<file path="config.mk">
export PLATFORM = sky130hd
export DESIGN_NAME = sockit_spi_dma_flat
export DESIGN_NICKNAME = d
export VERILOG_FILES = /design/src/rtl/sockit_spi_pkg.sv /design/src/rtl/axi4_lite_if.sv /design/src/rtl/sockit_spi_if.sv /design/src/rtl/sockit_spi_dma.sv /design/src/flat_wrapper.sv
export SDC_FILE = /design/constraint.sdc
export NUM_CORES = 1
export LEC_CHECK = 0
export ABC_CLOCK_PERIOD_IN_PS = 4200
export CORE_MARGIN = 1.5
export CORE_UTILIZATION = 45
export CTS_BUF_LIST = sky130_fd_sc_hd__clkbuf_8
export DETAILED_ROUTE_END_ITERATION = 8
export GPL_TIMING_DRIVEN = 0
export PLACE_DENSITY = 0.88
export SYNTH_ARGS = -nofsm -noshare
export SYNTH_HDL_FRONTEND = slang
export SYNTH_SLANG_ARGS = --single-unit
</file>
<file path="constraint.sdc">
create_clock -name ACLK -period 4.2 [get_ports ACLK]
set_input_delay 0.84 -clock ACLK [delete_from_list [all_inputs] [get_ports ACLK]]
set_output_delay 0.84 -clock ACLK [all_outputs]
set_load 0.03 [all_outputs]
</file>
<file path="src/rtl/sockit_spi_pkg.sv">
// Shared FSM state type and AXI response codes for the SoCkit SPI DMA.
package sockit_spi_pkg;

    typedef enum logic [1:0] {
        IDL = 2'd0,
        GET = 2'd1,
        WR  = 2'd2,
        BRS = 2'd3
    } dma_sts_t;

    localparam logic [1:0] OKAY   = 2'b00;
    localparam logic [1:0] EXOKAY = 2'b01;
    localparam logic [1:0] SLVERR = 2'b10;
    localparam logic [1:0] DECERR = 2'b11;

    localparam logic [3:0] WSTRB_ALL = 4'hF;
    localparam logic [2:0] PROT_NONE = 3'b000;

endpackage

</file>
<file path="src/rtl/axi4_lite_if.sv">
// AXI4-Lite bundle with initiator (m) and target (t) views.
interface axi4_lite_if #(
    parameter int AW = 32,
    parameter int DW = 32
);
    logic            awvalid;
    logic            awready;
    logic [AW-1:0]   awaddr;
    logic [2:0]      awprot;
    logic            wvalid;
    logic            wready;
    logic [DW-1:0]   wdata;
    logic [DW/8-1:0] wstrb;
    logic            bvalid;
    logic            bready;
    logic [1:0]      bresp;
    logic            arvalid;
    logic            arready;
    logic [AW-1:0]   araddr;
    logic [2:0]      arprot;
    logic            rvalid;
    logic            rready;
    logic [DW-1:0]   rdata;
    logic [1:0]      rresp;

    modport m (
        output awvalid, awaddr, awprot, wvalid, wdata, wstrb, bready,
               arvalid, araddr, arprot, rready,
        input  awready, wready, bvalid, bresp, arready, rvalid, rdata, rresp
    );
    modport t (
        input  awvalid, awaddr, awprot, wvalid, wdata, wstrb, bready,
               arvalid, araddr, arprot, rready,
        output awready, wready, bvalid, bresp, arready, rvalid, rdata, rresp
    );
endinterface

</file>
<file path="src/rtl/sockit_spi_if.sv">
// SPI read-data stream: the source drives vld/dat, the sink drives rdy.
interface sockit_spi_if #(
    parameter int DW = 32
);
    logic          vld;
    logic [DW-1:0] dat;
    logic          rdy;

    modport s (input vld, input dat, output rdy);
    modport m (output vld, output dat, input rdy);
endinterface

</file>
<file path="src/rtl/sockit_spi_dma.sv">
// Moves words from the SPI read stream to consecutive AXI4-Lite addresses, one write at a time.
// Optional: define SOCKIT_SPI_DMA_ABORT_EN to stop with err on a non-OKAY write response.
module sockit_spi_dma
    import sockit_spi_pkg::*;
#(
    parameter int AW = 32,
    parameter int LW = 16
) (
    input  logic          ACLK,
    input  logic          ARESET,
    input  logic          start,
    input  logic [AW-1:0] adr,
    input  logic [LW-1:0] len,
    output logic          busy,
    output logic          done,
    output logic          err,
    sockit_spi_if.s       sdr,
    axi4_lite_if.m        axi
);

    dma_sts_t      sts;
    logic [AW-1:0] adr_q;
    logic [LW-1:0] cnt;
    logic [31:0]   dat_q;
    logic          awvalid;
    logic          wvalid;
    logic          bready;
    logic          rdy;
    logic          aw_ok;
    logic          w_ok;
    logic          abort;

    function automatic logic [AW-1:0] next_adr(input logic [AW-1:0] a);
        return a + AW'(4);
    endfunction

    // A channel counts as finished once its valid has dropped or is being accepted now.
    assign aw_ok = !awvalid || axi.awready;
    assign w_ok  = !wvalid  || axi.wready;

    assign sdr.rdy     = rdy;
    assign axi.awvalid = awvalid;
    assign axi.awaddr  = adr_q;
    assign axi.awprot  = PROT_NONE;
    assign axi.wvalid  = wvalid;
    assign axi.wdata   = dat_q;
    assign axi.wstrb   = WSTRB_ALL;
    assign axi.bready  = bready;
    assign axi.arvalid = 1'b0;
    assign axi.araddr  = '0;
    assign axi.arprot  = PROT_NONE;
    assign axi.rready  = 1'b0;

    always_ff @(posedge ACLK or posedge ARESET) begin
        if (ARESET) begin
            sts     <= IDL;
            busy    <= 1'b0;
            done    <= 1'b0;
            awvalid <= 1'b0;
            wvalid  <= 1'b0;
            bready  <= 1'b0;
            rdy     <= 1'b0;
            adr_q   <= '0;
            cnt     <= '0;
        end else begin
            done <= 1'b0;
            case (sts)
                IDL: begin
                    if (start) begin
                        adr_q <= {adr[AW-1:2], 2'b00};
                        cnt   <= len;
                        if (len == '0) begin
                            done <= 1'b1;
                        end else begin
                            sts  <= GET;
                            busy <= 1'b1;
                            rdy  <= 1'b1;
                        end
                    end
                end
                GET: begin
                    if (sdr.vld) begin
                        rdy     <= 1'b0;
                        awvalid <= 1'b1;
                        wvalid  <= 1'b1;
                        sts     <= WR;
                    end
                end
                WR: begin
                    if (axi.awready) awvalid <= 1'b0;
                    if (axi.wready)  wvalid  <= 1'b0;
                    if (aw_ok && w_ok) begin
                        sts    <= BRS;
                        bready <= 1'b1;
                    end
                end
                BRS: begin
                    if (axi.bvalid) begin
                        bready <= 1'b0;
                        adr_q  <= next_adr(adr_q);
                        cnt    <= cnt - LW'(1);
                        if (abort || cnt == LW'(1)) begin
                            sts  <= IDL;
                            busy <= 1'b0;
                            done <= 1'b1;
                        end else begin
                            sts <= GET;
                            rdy <= 1'b1;
                        end
                    end
                end
                default: sts <= IDL;
            endcase
        end
    end

    // Payload register: written only on the stream handshake, no reset needed.
    always_ff @(posedge ACLK) begin
        if (sts == GET && sdr.vld && rdy) dat_q <= sdr.dat;
    end

`ifdef SOCKIT_SPI_DMA_ABORT_EN
    logic err_q;

    assign abort = (axi.bresp != OKAY);
    assign err   = err_q;

    always_ff @(posedge ACLK or posedge ARESET) begin
        if (ARESET) begin
            err_q <= 1'b0;
        end else if (sts == IDL && start) begin
            err_q <= 1'b0;
        end else if (sts == BRS && axi.bvalid && abort) begin
            err_q <= 1'b1;
        end
    end

    logic unused_ok;
    assign unused_ok = ^{adr[1:0], axi.arready, axi.rvalid, axi.rdata, axi.rresp};
`else
    assign abort = 1'b0;
    assign err   = 1'b0;

    logic unused_ok;
    assign unused_ok = ^{adr[1:0], axi.bresp, axi.arready, axi.rvalid, axi.rdata, axi.rresp};
`endif

endmodule
</file>
<file path="src/flat_wrapper.sv">
// flat-port wrapper written by rule: the top's interface ports become plain ports
module sockit_spi_dma_flat import sockit_spi_pkg::*;
#(
    parameter int AW = 32,
    parameter int LW = 16
)
  (ACLK, ARESET, start, adr, len, busy, done, err, sdr_vld, sdr_dat, sdr_rdy, axi_awvalid, axi_awaddr, axi_awprot, axi_wvalid, axi_wdata, axi_wstrb, axi_bready, axi_arvalid, axi_araddr, axi_arprot, axi_rready, axi_awready, axi_wready, axi_bvalid, axi_bresp, axi_arready, axi_rvalid, axi_rdata, axi_rresp);
  sockit_spi_if sdr_i ();
  axi4_lite_if #(.AW(AW)) axi_i ();
  input  logic ACLK;
  input  logic ARESET;
  input  logic start;
  input  logic [AW-1:0] adr;
  input  logic [LW-1:0] len;
  output logic busy;
  output logic done;
  output logic err;
  input wire logic [$bits(sdr_i.vld)-1:0] sdr_vld;
  input wire logic [$bits(sdr_i.dat)-1:0] sdr_dat;
  output wire logic [$bits(sdr_i.rdy)-1:0] sdr_rdy;
  output wire logic [$bits(axi_i.awvalid)-1:0] axi_awvalid;
  output wire logic [$bits(axi_i.awaddr)-1:0] axi_awaddr;
  output wire logic [$bits(axi_i.awprot)-1:0] axi_awprot;
  output wire logic [$bits(axi_i.wvalid)-1:0] axi_wvalid;
  output wire logic [$bits(axi_i.wdata)-1:0] axi_wdata;
  output wire logic [$bits(axi_i.wstrb)-1:0] axi_wstrb;
  output wire logic [$bits(axi_i.bready)-1:0] axi_bready;
  output wire logic [$bits(axi_i.arvalid)-1:0] axi_arvalid;
  output wire logic [$bits(axi_i.araddr)-1:0] axi_araddr;
  output wire logic [$bits(axi_i.arprot)-1:0] axi_arprot;
  output wire logic [$bits(axi_i.rready)-1:0] axi_rready;
  input wire logic [$bits(axi_i.awready)-1:0] axi_awready;
  input wire logic [$bits(axi_i.wready)-1:0] axi_wready;
  input wire logic [$bits(axi_i.bvalid)-1:0] axi_bvalid;
  input wire logic [$bits(axi_i.bresp)-1:0] axi_bresp;
  input wire logic [$bits(axi_i.arready)-1:0] axi_arready;
  input wire logic [$bits(axi_i.rvalid)-1:0] axi_rvalid;
  input wire logic [$bits(axi_i.rdata)-1:0] axi_rdata;
  input wire logic [$bits(axi_i.rresp)-1:0] axi_rresp;
  assign sdr_i.vld = sdr_vld;
  assign sdr_i.dat = sdr_dat;
  assign sdr_rdy = sdr_i.rdy;
  assign axi_awvalid = axi_i.awvalid;
  assign axi_awaddr = axi_i.awaddr;
  assign axi_awprot = axi_i.awprot;
  assign axi_wvalid = axi_i.wvalid;
  assign axi_wdata = axi_i.wdata;
  assign axi_wstrb = axi_i.wstrb;
  assign axi_bready = axi_i.bready;
  assign axi_arvalid = axi_i.arvalid;
  assign axi_araddr = axi_i.araddr;
  assign axi_arprot = axi_i.arprot;
  assign axi_rready = axi_i.rready;
  assign axi_i.awready = axi_awready;
  assign axi_i.wready = axi_wready;
  assign axi_i.bvalid = axi_bvalid;
  assign axi_i.bresp = axi_bresp;
  assign axi_i.arready = axi_arready;
  assign axi_i.rvalid = axi_rvalid;
  assign axi_i.rdata = axi_rdata;
  assign axi_i.rresp = axi_rresp;
  sockit_spi_dma #(.AW(AW), .LW(LW)) u_core (.ACLK(ACLK), .ARESET(ARESET), .start(start), .adr(adr), .len(len), .busy(busy), .done(done), .err(err), .sdr(sdr_i), .axi(axi_i));
endmodule
</file>
== After elaboration in Yosys (flattened, before gate mapping) ==
Cells that the tools add are included.
W data, S select, Z words.
Word-level totals
  input bits: 125
  word-level logic and storage cells: 80
  output and inout bits: 115
  flip-flop bits (word level): 88
Cells by class
  eq/ne operators: 13
  reduce and logical (&&, ||, !) cells: 20
  $add $sub $neg: 2
  multiplexer cells: 35
Operators with widths (count)
  $mux W32: 2
  $pmux W32 S2: 1
  $add A32 B3 Y32 const B: 1
  $mux W16: 2
  $pmux W16 S2: 1
  $mux W1: 17
  $eq A16 B1 Y1 const B: 1
  $logic_not A16 Y1: 1
  $sub A16 B1 Y16 const B: 1
  $ne A2 B2 Y1 const B: 7
  $reduce_and A3 Y1: 4
  $mux W2: 5
  $pmux W1 S2: 5
  $reduce_and A5 Y1: 2
  $pmux W2 S4: 1
  $reduce_and A6 Y1: 1
  $reduce_bool A2 Y1: 3
  $eq A2 B2 Y1 const B: 2
  $ne A2 B1 Y1 const B: 2
  $logic_and A1 B1 Y1: 3
  $pmux W1 S3: 1
  $reduce_bool A3 Y1: 1
  $eq A2 B1 Y1 const B: 1
  $logic_not A1 Y1: 2
  2 further kinds: 3

== Logic depth before layout (Yosys ltp) ==
Gate-level depths: netlist (run 1).
  depth in word-level cells: 5
  mapped depth: 9
  depth with buffers taken out: 7

== Worst setup path after synthesis (run 1) ==
No wires, ideal clock.
  path type: input port to flip-flop
  start point: input start
  end point: register u_core.rdy, in the netlist u_core.sdr.rdy
  stages on the path: 5
  arrival time: 2.019 ns
  setup time: 0.125 ns
  path slack: 2.056 ns
  buffers on the path: 0
  data required time: 4.075 ns
  path through: nand2b_1 -> o21a_1 -> o21ai_0 -> a2111oi_0 -> mux2_2
On the way
  cells in the longest elaborated chain, start to end: 2
RTL lines
  start, declared: line flat_wrapper.sv:12  | input logic start;
  $ne A2 B2 Y1 (no source line)
  $reduce_and A6 Y1 (no source line)
  end signal, assigned: line sockit_spi_dma.sv:62  | rdy <= 1'b0;
  end signal, assigned: line sockit_spi_dma.sv:77  | rdy <= 1'b1;
  end signal, assigned: line sockit_spi_dma.sv:83  | rdy <= 1'b0;
  end, declared: line sockit_spi_dma.sv:28  | logic rdy;
Every way passes these cells.
A chain may end at the register's enable or synchronous reset.

== Final worst setup path (run 1) ==
Same ends and word-level chain as after synthesis.

==> results by group, run 1 <==
Detailed routing
  • DR pass1 iterations: 5
  • DRC violations left: 0
  • Detailed Route Iter0 Violations: 380
  • Drt wl/cell: 18.18 um
  • Via count: 4909
  • Final wirelength: 15490 um
  • Post-DRT Antenna Nets: 0
  • Via density: 5.762

Logic synthesis
  • Post-synthesis register bit count: 86
  • Post-synth top area cell: dfrtp_1
  • Seq/Total Area, Yosys: 47.98%
  • Synth Area in Simple Gates: 18.38%
  • Yosys top cell area share: 28.04%
  • Async SR Flop Fraction: 62.79%
  • Mux share of post-synthesis cell area: 1.324%
  • Avg Inst Size Synth: 9.601 um^2
  • Post-synthesis cell area: 0.004820 mm^2
  • Post-synthesis compound-gate area fraction: 19.65%
  • Unique masters post-synth: 61
  • EDFF count, synth: 32
  • Adder-Cell Fraction of Synth Area: 2.077%
  • Area contributors post-synth: dfrtp_1 (28%), edfxtp_1 (20%), buf_4 (7.8%)
  • Cells after Synth: 502
  • Main synth FF type: dfrtp_1
  • XOR/XNOR Fraction of Synth Area: 0%
  • Syn. warnings: 0
  • Largest family of logic cells by synthesized area: compound AO/OA/AOI/OAI gates

Place
  • Dpl hpwl: 11370 um
  • # port buffers: 152
  • # placed instances: 836
  • Setup WS pre-CTS: 1.072 ns
  • Gpl congestion: 0.9172

Final layout
  • Antenna Cells: 0
  • Area Growth Syn to Fin: 42.94%
  • Commonest cells after routing, fill and taps aside: clkdlybuf4s50_1 (152), dfrtp_1 (54), buf_4 (50)
  • Commonest non-fill, non-tap cell in the layout: clkdlybuf4s50_1
  • Ratio of cells with drive above 1 in the final layout: 12.57%
  • Filler Cell Count: 844
  • Non-Filler Instances: 852
  • Nets: 844

Setup path
  • CP peak stage delay: 0.63 ns
  • Crit Path Max Fanout: 7
  • Crit start category: primary input
  • Slowest CP cell: clkdlybuf4s50_1
  • Worst Path Arrival: 3.09 ns
  • Crit Path Category: in -> reg
  • CP cell instances: clkdlybuf4s50_1 > nand2b_1 > o21a_1 > o21ai_0 > a2111oi_0 > mux2_2
  • Largest delay contributor family on the critical path: compound AO/OA/AOI/OAI gates
  • Setup crit end kind: flip-flop
  • WP data required: 4.45 ns
  • WP buf/inv: 1

GRT
  • Total grt overflow: 0
  • Grt met1 use: 33.82%
  • Largest net degree at the start of global routing: 33
  • Met2 usage: 44.19%
  • Initial antenna violation count: 0
  • GRT Overall Usage: 27.03%
  • Global Route met3 Usage: 6.193%
  • Vias in the first global route: 4633
  • Global-route wire length before repair: 23790 um
  • Gr busiest metal: met2

STA
  • Worst slew margin: 14.75%
  • Post-route clock skew: 0.02111 ns
  • Max-slew violations: 0
  • Fin. Hold Viols: 0
  • Setup violators final: 0
  • Pin slew with the least headroom to its limit: 1.279 ns
  • Peak Freq: 353.0 MHz
  • Period utilization: 67.45%
  • Tmin final: 2.833 ns
  • RSZ-0062 raised after global routing: no
  • Post-route setup TNS: 0 ns
  • Final setup margin: 1.367 ns

Die
  • Boundary Pins: 240
  • Core Box Area: 0.01037 mm^2
  • Die Ht: 106.5 um
  • Die Area: 0.01134 mm^2
  • Std cell rows: 37
  • Initial Util: 46.48%
  • Die width: 106.5 um

Clock network
  • TritonCTS clock tree: yes
  • # clock sinks: 86
  • CTS root buf: clkbuf_8
  • Num CTS Buffers: 9
  • CTS Buffer Depth: 2
  • Worst-path clk slew: 0.09 ns
  • CTS-repair resized insts: 0
  • Hold buffers post-CTS: 0
  • Clk_lat worst skew: 0.37 ns
  • Max H-tree Level: 3
  • # Post-CTS Setup Buffers: 0

Min path
  • Worst Hold Class: reg -> reg

Run status
  • Status: finished clean

Power
  • Leakage: 2.729 nW
  • Worst VDD drop: 0.4987 mV
  • PD cells: 709.2 mW/mm^2

Flow run
  • Max cap viols: 0
[worst paths after layout]
check,startpoint,end,slack [ns],cells after the start
min,u_core.axi.wvalid$_DFFE_PP0P_,u_core.axi.wvalid$_DFFE_PP0P_,0.54,1
max in group asynchronous,ARESET,u_core.axi.awaddr[18]$_DFFE_PP0P_,2.76,3
max reg2reg,u_core.sts[0]$_DFFE_PP0P_,u_core.cnt[6]$_DFFE_PP0P_,1.57,9
max,start,u_core.sdr.rdy$_DFFE_PP0P_,1.37,6
min in group asynchronous,ARESET,u_core.sts[0]$_DFFE_PP0P_,0.86,2
min reg2reg,u_core.axi.wvalid$_DFFE_PP0P_,u_core.axi.wvalid$_DFFE_PP0P_,0.54,1
[kinds of logic (layout without fill, tap and decap cells)]
family | count (synthesis) | count (layout)
compound gates | 149 | 149
fa+ha+maj | 8 | 8
buf+inv | 82 | 251
flops | 86 | 86
mux | 6 | 6
other cells | 2 | 47
simple gates | 169 | 169
[per-layer routing]
| layer | up-vias | wire (um) |
|---|---|---|
| li1 | 2200 | - |
| met1 | 2289 | 5889 |
| met2 | 372 | 7251 |
| met3 | 48 | 1873 |
| met4 | 0 | 478 |
| met5 | - | 0 |
[report_power, final]
group / internal, mW / switching, mW
Combinational: 1.06 / 1.68
Clock: 0.242 / 0.332
Sequential: 1.20 / 0.365
Total: 2.51 / 2.38
[synth_stat cells (2+ instances only)]
library cell and count:
clkbuf_1 10, conb_1 2, and3_1 11, or4_4 2, edfxtp_1 32, o21a_1 6
or3_1 7, nor4_1 10, or2_2 2, nor2_1 31, o22a_1 3, a2111oi_0 2
nand3_1 19, mux2_2 3, inv_1 10, o21ai_0 29, o22ai_1 24, buf_2 6
a31oi_1 2, nand4_1 9, a311oi_1 2, a211oi_1 7, buf_1 5, mux2i_1 3
nor3_1 12, or4_1 4, nand2b_1 4, and2_1 3, a21o_1 2, nand2_1 45
ha_1 8, dfrtp_1 54, o31ai_1 2, a22o_1 3, buf_4 50, a2bb2oi_1 8
a21oi_1 43, o211ai_1 3, a31o_2 2
[metrics by stage]
| stage | util (%) | power, mW | hold slack [ns] | instance area [um^2] |
|---|---|---|---|---|
| after floorplan | - | 3.237 | 0.5091 | 4989 |
| after global placement | 64.42 | 4.161 | 0.5045 | 6680 |
| after detailed placement | 64.61 | 4.250 | 0.5076 | 6700 |
| after CTS | 66.43 | 4.831 | 0.5431 | 6889 |
| after global routing | 66.43 | 5.147 | 0.5665 | 6889 |
| final | 66.43 | 4.885 | 0.5392 | 6889 |
[registers in the layout, indices dropped and copies added, names as in the netlist]
signal / count
u_core.done: 1
u_core.axi.wdata: 32
u_core.cnt: 16
u_core.axi.wvalid: 1
u_core.axi.awvalid: 1
u_core.axi.bready: 1
u_core.sts: 2
u_core.busy: 1
u_core.sdr.rdy: 1
u_core.axi.awaddr: 30
[final cells by class]
class | count | area, um^2 | area share (%)
Sequential cell | 86 | 2312 | 33.56
Multi-Input combinational cell | 379 | 2173 | 31.55
Timing Repair Buffer | 153 | 1541 | 22.38
Buffer | 71 | 461.7 | 6.702
Tap cell | 136 | 170.2 | 2.470
Clock buffer | 10 | 137.6 | 1.998
Clock inverter | 6 | 51.30 | 0.7446
Inverter | 11 | 41.29 | 0.5993
Power figures use the tool's default switching activity.
==> inputs of run 2 (changes only) <==
--- a/config.mk
+++ b/config.mk
@@ -5,13 +5,13 @@
 export SDC_FILE = /design/constraint.sdc
 export NUM_CORES = 1
 export LEC_CHECK = 0
-export ABC_CLOCK_PERIOD_IN_PS = 4200
+export ABC_CLOCK_PERIOD_IN_PS = 2300
 export CORE_MARGIN = 1.5
-export CORE_UTILIZATION = 45
+export CORE_UTILIZATION = 38
 export CTS_BUF_LIST = sky130_fd_sc_hd__clkbuf_8
 export DETAILED_ROUTE_END_ITERATION = 8
 export GPL_TIMING_DRIVEN = 0
-export PLACE_DENSITY = 0.88
+export PLACE_DENSITY = 0.79
 export SYNTH_ARGS = -nofsm -noshare
 export SYNTH_HDL_FRONTEND = slang
 export SYNTH_SLANG_ARGS = --single-unit
==> constraint.sdc (replaced) <==
create_clock -name ACLK -period 2.3 [get_ports ACLK]
set_input_delay 0.46 -clock ACLK [delete_from_list [all_inputs] [get_ports ACLK]]
set_output_delay 0.46 -clock ACLK [all_outputs]
set_load 0.03 [all_outputs]
==> run 2 against run 1 <==
Net effect: final cell count up 3.6%; clock-buffer cell count decreased by 1; first-iteration DRC count increased by 40%; critical path type is now reg -> reg.
==> results by group, run 2 (same netlist as run 1, synthesis figures left out) <==
Run status
  • Status: finished clean

Clock network
  • CTS Buffer Depth: 2
  • Num CTS Buffers: 9
  • Worst-path clk slew: 0.09 ns
  • CTS root buf: clkbuf_8
  • Clk_lat worst skew: 0.37 ns
  • TritonCTS clock tree: yes
  • Max H-tree Level: 3
  • Hold buffers post-CTS: 0
  • # clock sinks: 86

STA
  • Period utilization: 96.79%
  • Setup violators final: 0
  • Max-slew violations: 0
  • Peak Freq: 449.2 MHz
  • Fin. Hold Viols: 0
  • Worst slew margin: 53.61%
  • RSZ-0062 raised after global routing: yes
  • Pin slew with the least headroom to its limit: 0.6958 ns
  • Post-route clock skew: 0.01253 ns
  • Smallest hold slack: 0.4904 ns
  • Tmin final: 2.226 ns

Flow run
  • Max cap viols: 0

Die
  • Boundary Pins: 240
  • Initial Util: 39.47%
  • Std cell rows: 40
  • Core Box Area: 0.01221 mm^2
  • Die Area: 0.01337 mm^2
  • Die Ht: 115.6 um
  • Die width: 115.6 um

GRT
  • Vias in the first global route: 4679
  • Total grt overflow: 0
  • Gr busiest metal: met2
  • Met2 usage: 38.07%
  • Initial antenna violation count: 0
  • Global Route met3 Usage: 5.753%
  • Largest net degree at the start of global routing: 33
  • Global-route wire length before repair: 24050 um
  • GRT Overall Usage: 23.49%
  • Grt met1 use: 29.64%

Final layout
  • Commonest cells after routing, fill and taps aside: clkdlybuf4s50_1 (152), dfrtp_1 (54), buf_4 (51)
  • Area Growth Syn to Fin: 45.07%
  • Filler Cell Count: 1088
  • Core Util, Final: 57.25%
  • Final Instance Area: 0.006992 mm^2
  • Ratio of cells with drive above 1 in the final layout: 14.97%
  • Non-Filler Instances: 883
  • Antenna Cells: 0
  • Nets: 843
  • Max reg flops: 32
  • Register Area: 0.002312 mm^2
  • Commonest non-fill, non-tap cell in the layout: clkdlybuf4s50_1
  • Area of the multi-input gates: 0.002213 mm^2

Place
  • Gpl congestion: 0.9125
  • Dpl cell area: 0.006740 mm^2
  • Dpl hpwl: 11580 um
  • # placed instances: 868
  • # port buffers: 152

Detailed routing
  • Detailed Route Iter0 Violations: 531
  • DR pass1 iterations: 5
  • Via count: 4807
  • Via density: 5.444
  • Drt wl/cell: 17.89 um
  • Post-DRT Antenna Nets: 0
  • Final wirelength: 15800 um
  • DRC violations left: 0

Setup path
  • Crit Path Category: reg -> reg
  • CP cell instances: inv_1 > ha_2 > nand2b_1 > o21a_2 > o21ai_1 > a2111oi_2 > mux2_2
  • Crit Path Max Fanout: 8
  • Crit start category: flip-flop
  • Worst Path Arrival: 2.49 ns
  • Slowest CP cell: dfrtp_1
  • CP peak stage delay: 0.42 ns
  • WP data required: 2.56 ns
  • Setup crit end kind: flip-flop

Power
  • Worst VDD drop: 0.9261 mV
  • Leakage: 2.754 nW
  • PD cells: 1293 mW/mm^2
  • Overall power: 9.039 mW

Min path
  • Worst Hold Class: in -> async
-- run 2: repair_timing --
item | 4_1_cts | 5_1_grt
gates resized for setup | 12 | 14
setup buffers | 0 | 0
setup endpoints to repair | 49 | 45
-- run 2: report_power, final --
part	leakage (nW)	switching [mW]	total [mW]	internal (mW)
Clock	0.0933	0.595	1.10	0.504
Combinational	1.75	3.09	5.09	2.00
Sequential	0.907	0.657	2.85	2.19
Total	2.75	4.34	9.04	4.70
-- run 2: metal layers --
| layer | up-vias | share of wire, % |
|---|---|---|
| met5 | - | 0 |
| met2 | 308 | 45 |
| met4 | 0 | 2.6 |
| met1 | 2251 | 41 |
| met3 | 39 | 12 |
| li1 | 2209 | - |
-- run 2: cell type report --
type / instances / area share [%]
multi-input cells: 379 / 31.66
plain buffers: 70 / 6.764
well taps: 168 / 3.006
flip-flops and latches: 86 / 33.07
inverters: 11 / 0.6263
clock buffers: 9 / 1.772
clock inverters: 7 / 1.056
repair buffers: 153 / 22.05
-- run 2: final timing paths --
check / start / endpoint / slack, ns / depth (start not counted)
max in group asynchronous: ARESET / u_core.axi.awaddr[18]$_DFFE_PP0P_ / 1.23 / 3
worst min-delay path: ARESET / u_core.cnt[13]$_DFFE_PP0P_ / 0.49 / 2
min in group ACLK: u_core.axi.awaddr[9]$_DFFE_PP0P_ / u_core.axi.awaddr[9]$_DFFE_PP0P_ / 0.53 / 1
worst min register to register: u_core.axi.awaddr[9]$_DFFE_PP0P_ / u_core.axi.awaddr[9]$_DFFE_PP0P_ / 0.53 / 1
worst max register to register: u_core.sts[0]$_DFFE_PP0P_ / u_core.sdr.rdy$_DFFE_PP0P_ / 0.07 / 7
worst max-delay path: u_core.sts[0]$_DFFE_PP0P_ / u_core.sdr.rdy$_DFFE_PP0P_ / 0.07 / 7
-- run 2: metrics by stage --
stage | TNS (ns) | setup WS [ns]
3_5_place_dp | -17.67 | -0.3958
6_report | 0 | 0.07394
2_1_floorplan | 0 | 0.2275
3_3_place_gp | -48.21 | -0.6669
5_1_grt | -0.03673 | -0.02849
4_1_cts | -0.07803 | -0.03374
-- run 2: critical path, delay by kind of cell, from the launching register on --
kind	cells	cell delay, ns
buf+inv	1	0.12
fa+ha+maj	1	0.27
mux	1	0.37
simple gates	1	0.20
compound gates	3	0.74
flops	1	0.42
==> inputs of run 3 (changes only) <==
--- a/config.mk
+++ b/config.mk
@@ -8,7 +8,7 @@
 export ABC_CLOCK_PERIOD_IN_PS = 2300
 export CORE_MARGIN = 1.5
 export CORE_UTILIZATION = 38
-export CTS_BUF_LIST = sky130_fd_sc_hd__clkbuf_8
+export CTS_BUF_LIST = sky130_fd_sc_hd__clkbuf_4
 export DETAILED_ROUTE_END_ITERATION = 8
 export GPL_TIMING_DRIVEN = 0
 export PLACE_DENSITY = 0.79
==> run 3 against run 2 <==
Net effect: final cell count unchanged; critical path depth stayed put; setup slack got worse by 0.040 ns; non-clock buffer count is the same; combinational power about the same; die area unchanged; critical endpoint is now u_core.sts[1]$_DFFE_PP0P_; highest routed layer unchanged.
==> results by group, run 3 (same netlist as run 1, synthesis figures left out) <==
Clock network
  • Hold buffers post-CTS: 0
  • Max H-tree Level: 3
  • Clk_lat worst skew: 0.45 ns
  • CTS root buf: clkbuf_4
  • Num CTS Buffers: 9
  • CTS Buffer Depth: 2
  • Worst-path clk slew: 0.15 ns
  • # clock sinks: 86
  • TritonCTS clock tree: yes

Setup path
  • R2r worst-path depth: 7
  • Crit Path Max Fanout: 10
  • Crit Path Category: reg -> reg
  • WP data required: 2.65 ns
  • Reg2reg setup slack: 0.03 ns
  • Setup crit end kind: flip-flop
  • Worst Path Arrival: 2.62 ns
  • Worst flop-to-flop path startpoint: u_core.sts[0]$_DFFE_PP0P_
  • FF-to-FF End: u_core.sts[1]$_DFFE_PP0P_
  • Crit start category: flip-flop

Final layout
  • Ratio of cells with drive above 1 in the final layout: 14.97%
  • Commonest cells after routing, fill and taps aside: clkdlybuf4s50_1 (152), dfrtp_1 (54), buf_4 (51)
  • Area of the multi-input gates: 0.002208 mm^2
  • Antenna Cells: 0
  • Core Util, Final: 56.77%
  • Nets: 843
  • Non-Filler Instances: 883
  • Area Growth Syn to Fin: 43.85%
  • Filler Cell Count: 1094
  • Commonest non-fill, non-tap cell in the layout: clkdlybuf4s50_1
  • Max reg flops: 32
  • Register Area: 0.002312 mm^2

Die
  • Die Ht: 115.6 um
  • Core Box Area: 0.01221 mm^2
  • Boundary Pins: 240
  • Die Area: 0.01337 mm^2
  • Std cell rows: 40
  • Initial Util: 39.47%
  • Die width: 115.6 um

GRT
  • Global-route wire length before repair: 24050 um
  • Total grt overflow: 0
  • GRT Overall Usage: 23.47%
  • Largest net degree at the start of global routing: 33
  • Vias in the first global route: 4667
  • Initial antenna violation count: 0

Flow run
  • Max cap viols: 0

STA
  • RSZ-0062 raised after global routing: yes
  • Tmin final: 2.266 ns
  • Pin slew with the least headroom to its limit: 0.6903 ns
  • Peak Freq: 441.4 MHz
  • Max-slew violations: 0
  • Period utilization: 98.51%
  • Worst slew margin: 53.98%
  • Fin. Hold Viols: 0
  • Setup violators final: 0
  • Post-route clock skew: 0.02169 ns

Detailed routing
  • DRC violations left: 0
  • Via density: 5.455
  • Post-DRT Antenna Nets: 0
  • Drt wl/cell: 17.80 um
  • DR pass1 iterations: 5
  • Final wirelength: 15720 um
  • Detailed Route Iter0 Violations: 471
  • Via count: 4817

Place
  • # placed instances: 868
  • Gpl congestion: 0.9125
  • # port buffers: 152
  • Dpl hpwl: 11580 um

Power
  • PD cells: 1274 mW/mm^2
  • Leakage: 2.732 nW
  • Worst VDD drop: 0.9230 mV
  • Overall power: 8.834 mW

Min path
  • Worst Hold Class: in -> async

Run status
  • Status: finished clean
## run 3: metrics by stage
step | setup TNS, ns | area [um^2] | setup WS [ns] | hold WS [ns]
after global placement | -48.21 | 6720 | -0.6669 | 0.5009
final | 0 | 6933 | 0.03438 | 0.3948
after detailed placement | -17.67 | 6740 | -0.3958 | 0.5047
after CTS | 0 | 6924 | 0.01890 | 0.3811
after floorplan | 0 | 4989 | 0.2275 | 0.5091
after global routing | -0.1870 | 6933 | -0.09519 | 0.4175
## run 3: worst max path at each step
| stage | to | from | slack [ns] | cells after the start |
|---|---|---|---|---|
| 3_3_place_gp | u_core.axi.awaddr[22]$_DFFE_PP0P_ | ARESET | -0.67 | 2 |
| 5_1_grt | u_core.sts[1]$_DFFE_PP0P_ | u_core.sts[0]$_DFFE_PP0P_ | -0.1 | 7 |
| 6_report | u_core.sts[1]$_DFFE_PP0P_ | u_core.sts[0]$_DFFE_PP0P_ | 0.03 | 7 |
| 4_1_cts | u_core.axi.awaddr[14]$_DFFE_PP0P_ | u_core.sts[1]$_DFFE_PP0P_ | 0.02 | 6 |
| 2_1_floorplan | u_core.axi.awaddr[30]$_DFFE_PP0P_ | u_core.axi.awaddr[10]$_DFFE_PP0P_ | 0.23 | 6 |
| 3_5_place_dp | u_core.axi.awaddr[19]$_DFFE_PP0P_ | start | -0.40 | 6 |
## run 3: layer usage
metal | track usage, % | wire, um
met1 | 29.90 | 6198
met2 | 37.71 | 7077
met3 | 5.805 | 1953
met4 | 11.06 | 489
met5 | 0 | 0
## run 3: timing repair
action                                  4_1_cts  5_1_grt
endpoints found under the hold margin         0        0
setup buffers                                 0        0
endpoints found under the setup margin       49       42
pin swaps                                     0        1
gates resized for setup                      15        8
## run 3: area by class of cell
cell class | instances | share of cell area, %
plain buffers | 70 | 6.804
clock buffers | 10 | 1.083
clock inverters | 6 | 1.011
inverters | 11 | 0.6317
multi-input cells | 379 | 31.85
flip-flops and latches | 86 | 33.35
well taps | 168 | 3.032
repair buffers | 153 | 22.23
## run 3: critical path: stages (launching register included)
cell and delay, ns:
dfrtp_1 0.45, ha_1 0.24, buf_2 0.21, inv_4 0.15, o21a_2 0.21, o21ai_0 0.16
a211oi_1 0.38, mux2_2 0.38
## run 3: power by group
| group | switching, mW | leakage [nW] | internal (mW) |
|---|---|---|---|
| combinational | 3.08 | 1.76 | 2.00 |
| clock | 0.564 | 0.0692 | 0.349 |
| sequential | 0.658 | 0.907 | 2.19 |
